**src/rtl/regfile_scoreboard.sv**
```systemverilog
`default_nettype none
// ============================================================================
// Module      : regfile_scoreboard
// Description : Integer register file with combinational reads, a single
//               synchronous write port and per-register busy scoreboard bits.
// Revision    : 1.0 - initial release
// ============================================================================
module regfile_scoreboard #(
    parameter int DATA_W = 32,
    parameter int ADDR_W = 5,
    parameter int BYPASS = 1
) (
    input  logic              clk,
    input  logic              rst_n,
    input  logic [ADDR_W-1:0] rs1_addr,
    output logic [DATA_W-1:0] rs1_data,
    output logic              rs1_busy,
    input  logic [ADDR_W-1:0] rs2_addr,
    output logic [DATA_W-1:0] rs2_data,
    output logic              rs2_busy,
    input  logic              wr_en,
    input  logic [ADDR_W-1:0] wr_addr,
    input  logic [DATA_W-1:0] wr_data,
    input  logic              claim_en,
    input  logic [ADDR_W-1:0] claim_addr,
    output logic [ADDR_W:0]   busy_count,
    output logic              err_unclaimed
);

    localparam int c_num_regs = 2 ** ADDR_W;

    logic [DATA_W-1:0]     mem_q [c_num_regs];
    logic [DATA_W-1:0]     mem_d [c_num_regs];
    logic [c_num_regs-1:0] busy_q;
    logic [c_num_regs-1:0] busy_d;
    logic [ADDR_W:0]       busy_count_q;
    logic [ADDR_W:0]       busy_count_d;
    logic                  err_unclaimed_q;
    logic                  err_unclaimed_d;

    logic w_wr_hit;
    logic w_claim_hit;
    logic w_rs1_fwd;
    logic w_rs2_fwd;

    assign w_wr_hit    = wr_en && (wr_addr != '0);
    assign w_claim_hit = claim_en && (claim_addr != '0);

    // Claim is applied after the write clear so a same-edge re-claim wins.
    always_comb begin
        mem_d           = mem_q;
        busy_d          = busy_q;
        err_unclaimed_d = err_unclaimed_q;
        busy_count_d    = '0;
        if (w_wr_hit) begin
            mem_d[wr_addr]  = wr_data;
            busy_d[wr_addr] = 1'b0;
            if (!busy_q[wr_addr]) begin
                err_unclaimed_d = 1'b1;
            end
        end
        if (w_claim_hit) begin
            busy_d[claim_addr] = 1'b1;
        end
        busy_d[0] = 1'b0;
        for (int i = 0; i < c_num_regs; i++) begin
            busy_count_d = busy_count_d + {{ADDR_W{1'b0}}, busy_d[i]};
        end
    end

    always_ff @(posedge clk or negedge rst_n) begin
        if (!rst_n) begin
            for (int i = 0; i < c_num_regs; i++) begin
                mem_q[i] <= '0;
            end
            busy_q          <= '0;
            busy_count_q    <= '0;
            err_unclaimed_q <= 1'b0;
        end else begin
            for (int i = 0; i < c_num_regs; i++) begin
                mem_q[i] <= mem_d[i];
            end
            busy_q          <= busy_d;
            busy_count_q    <= busy_count_d;
            err_unclaimed_q <= err_unclaimed_d;
        end
    end

    // Forwarding is gated by rst_n so reads show the cleared state in reset.
    if (BYPASS != 0) begin : g_bypass
        assign w_rs1_fwd = rst_n && w_wr_hit && (wr_addr == rs1_addr);
        assign w_rs2_fwd = rst_n && w_wr_hit && (wr_addr == rs2_addr);
    end else begin : g_no_bypass
        assign w_rs1_fwd = 1'b0;
        assign w_rs2_fwd = 1'b0;
    end

    assign rs1_data = (rs1_addr == '0) ? '0 : (w_rs1_fwd ? wr_data : mem_q[rs1_addr]);
    assign rs1_busy = (rs1_addr == '0) ? 1'b0 : (w_rs1_fwd ? 1'b0 : busy_q[rs1_addr]);
    assign rs2_data = (rs2_addr == '0) ? '0 : (w_rs2_fwd ? wr_data : mem_q[rs2_addr]);
    assign rs2_busy = (rs2_addr == '0) ? 1'b0 : (w_rs2_fwd ? 1'b0 : busy_q[rs2_addr]);

    assign busy_count    = busy_count_q;
    assign err_unclaimed = err_unclaimed_q;

endmodule
`default_nettype wire

```
**config.mk**
```make
export PLATFORM = sky130hd
export DESIGN_NAME = regfile_scoreboard
export DESIGN_NICKNAME = d
export VERILOG_FILES = /design/src/rtl/regfile_scoreboard.sv
export SDC_FILE = /design/constraint.sdc
export NUM_CORES = 2
export LEC_CHECK = 0
export BUFFER_PORTS_ARGS = -buffer_cell sky130_fd_sc_hd__buf_2
export CAP_MARGIN = 15
export CORE_MARGIN = 3
export CORE_UTILIZATION = 50
export DETAILED_ROUTE_END_ITERATION = 10
export GPL_TIMING_DRIVEN = 0
export MAX_ROUTING_LAYER = met4
export PLACE_DENSITY = 0.66
export SLEW_MARGIN = 15
export SYNTH_ARGS = -nofsm -noshare
export SYNTH_HDL_FRONTEND = slang
export SYNTH_SLANG_ARGS = --single-unit
```
**constraint.sdc**
```tcl
create_clock -name clk -period 6 [get_ports clk]
set_input_delay 1.2 -clock clk [delete_from_list [all_inputs] [get_ports clk]]
set_output_delay 1.2 -clock clk [all_outputs]
set_load 0.005 [all_outputs]
```
==> results.yml <==
sta:
  hold_viol: 0
  period_minus_slack_ns: 6.18
  period_share_pct: 103
  finClkSkew_ns: 0.0166
  setup_ws_ns: -0.182
  setup-tns-final_ns: -0.520
  maxSlewViolCount: 0
  slew_headroom_pct: 6.58
  tightest_slew_ns: 1.40
  finalSetupViolCount: 5
  rsz0062_at_grt: "true"
  fmax_ghz: 0.162
placed_design:
  hpwlAfterDp_mm: 155
  place_ws_ns: -1.99
  gp_congestion: 1.01
  port-buffer-count: 121
detailed_routing:
  vias_per_cell: 7.07
  final_antenna_net_count: 0
  drc: 0
  drt_iter0_drc: 5818
  firstDrtPassIters: 7
  dr_total_vias: 44009
  wl_per_cell_um: 37.1
  routed_wl_mm: 231
run_status:
  violations: "setup timing"
  outcome: "finished, violations left"
final_layout:
  synthToLayoutAreaGrowth_pct: 13.4
  drive_gt1_share_pct: 42.8
  nNetsFinal: 4689
floorplan:
  die_y_um: 348
  initial_core_util_pct: 50.7
  io_pins: 129
  die_w_um: 348
  die_area_mm2: 0.121
  rows: 124
  core_region_area_mm2: 0.115
power:
  p_leak_nw: 29.5
  peakVddDrop_uv: 1290
  cellPowerDensity_mw_per_mm2: 373
logic_synthesis:
  ys.flop_type: "dfrtp_1"
  ys_types: 57
  yosysSeqAreaShare_pct: 45.5
  synth-async-reset-ratio_pct: 100
  synth_seq_cells: 1062
  avgSynthCellArea_um2: 13.5
  synth_cells: 4311
  synth_warnings: 0
  synth-edff-count: 0
  netlist_area_mm2: 0.0584
  syn-num-nets: 4397
critical_path:
  required_ns: 6.67
  start_kind: "primary input"
  cp.arrival_ns: 6.85
  crit_path_end_kind: "flop"
  crit_fanout: 10
  critical_path_class: "primary input to flop"
global_route:
  overflow: 0
  grt_pass1_vias: 43633
  grt_use_total_pct: 39.2
  grt_pass1_wl_mm: 323
  grt_max_degree: 144
  antenna_found_initial: 10
clock_tree:
  h-tree-depth: 3
  postCtsHoldBufs: 0
  cts_root_buf: "clkbuf_16"
  clockBufferDepth: 3
  cts.sinks: 1062
  clk_pin_slew_ns: 0.07
  cts_buffers: 115
  worstSkewPairLatency_ns: 0.75
  cts_tree: "done"
worst_hold_path:
  hp-class: "primary input to async pin"
job:
  drv_cap: 0
## synth_stat cells, drive strengths merged, types with 5 or more instances
master / n / share of area (%)
o221ai: 31 / 0.47
a22oi: 63 / 0.81
nand3b: 8 / 0.10
o211ai: 31 / 0.40
inv: 39 / 0.25
o21ai: 66 / 0.59
mux2i: 247 / 4.2
a211oi: 65 / 0.84
nor3b: 35 / 0.45
nor2b: 38 / 0.41
a21oi: 8 / 0.069
mux2: 889 / 17
buf: 193 / 1.9
xnor2: 9 / 0.14
fa: 23 / 0.79
nor3: 36 / 0.33
nand2: 463 / 3.0
nand3: 9 / 0.077
nor2: 86 / 0.55
dfrtp: 1062 / 46
mux4: 448 / 17
a22o: 19 / 0.29
o221a: 29 / 0.56
clkbuf: 272 / 1.7
ha: 7 / 0.15
a221oi: 87 / 1.3
or2: 5 / 0.054
## final timing paths
check,from,to,slack (ns),cells past startpoint
worst max-delay path,wr_addr[0],busy_count[4]$_DFF_PN0_,-0.18,25
worst min-delay path,rst_n,busy_count[1]$_DFF_PN0_,0.24,1
worst max register to register,busy_q[1]$_DFF_PN0_,busy_count[4]$_DFF_PN0_,0.86,18
worst min register to register,mem_q[999]$_DFFE_PN0P_,mem_q[999]$_DFFE_PN0P_,0.48,1
max in group asynchronous,rst_n,mem_q[243]$_DFFE_PN0P_,3.07,5
min in group clk,mem_q[999]$_DFFE_PN0P_,mem_q[999]$_DFFE_PN0P_,0.48,1
## layout make-up
cell class,instances,area (µm²)
Clock buffer,161,3330
Clock inverter,56,748
Buffer,459,2320
Timing Repair Buffer,181,1330
Sequential cell,1062,26600
Antenna cell,12,30.0
Inverter,39,146
Multi-Input combinational cell,2745,29800
Fill cell,9475,48900
Tap cell,1512,1890
## through the flow
step                power [W]  hold WS, ns  utilization, %  std cells  cell area, µm²
detailed placement     0.0166        0.468            53.2       5953           61200
finish                 0.0247        0.243            57.5       6227           66200
global placement       0.0163        0.452            53.0       5944           61000
global route           0.0259        0.228            57.5       6224           66200
CTS                    0.0244        0.213            57.2       6194           65800
floorplan              0.0146        0.441               -       4311           58500
## routing by layer
layer,track usage [%],vias up,wire (µm)
met5,-,-,0
met4,24.4,0,18400
met3,14.2,993,29600
met2,55.3,3068,98900
met1,48.0,23069,84200
li1,-,16879,-
## layout by cell type, fill, tap and decap left out, types with 33 or more instances in the layout
cell and n:
a211oi_1 65, a221oi_1 87, a22oi_1 61, buf_2 239
buf_4 86, clkbuf_1 254, clkbuf_16 118, clkbuf_2 34
dfrtp_1 1062, inv_1 33, mux2_2 889, mux2i_1 247
mux4_2 448, nand2_1 448, nor2_1 82, nor2b_1 38
o21ai_0 64
## sequential cells by signal, summed over array words and instances (netlist names)
name,flops
busy_q,31
mem_q,1024
err_unclaimed,1
busy_count,6
## logic make-up (layout without fill, tap and decap cells)
logic type | count (synthesis) | count (layout) | share of synthesized area [%]
compound gates | 418 | 418 | 5.57
xor+xnor | 13 | 13 | 0.195
fa+ha+maj | 30 | 30 | 0.939
buf+inv | 504 | 896 | 3.87
flops | 1062 | 1062 | 45.5
mux | 1584 | 1584 | 38.7
other cells | 0 | 12 | 0
simple gates | 700 | 700 | 5.25
## power breakdown
group	internal, W	switching (W)
logic	0.00387	0.00341
registers	0.00859	0.00105
clock network	0.00456	0.00322
## worst max-delay path, stage by stage
cell     delay, ns
buf_8         0.11
buf_6         0.15
buf_6         0.16
nor2_4        0.16
buf_8         0.16
nand2_4       0.09
buf_12        0.17
a22o_4        0.27
fa_1          0.58
fa_1          0.45
fa_1          0.56
inv_2         0.04
fa_1          0.53
inv_1         0.05
fa_1          0.47
inv_1         0.05
fa_1          0.49
inv_2         0.05
fa_2          0.36
inv_2         0.07
fa_2          0.22
inv_2         0.03
a21o_1        0.16
a21oi_2       0.13
xnor2_1       0.13
## what timing repair did
action	4_1_cts	5_1_grt
resized for setup	87	54
endpoints found under the hold margin	0	0
cloned	0	0
setup endpoints to repair	21	21
setup buffers	26	24
pin swaps	21	19
(Power assumes the default switching activity.)
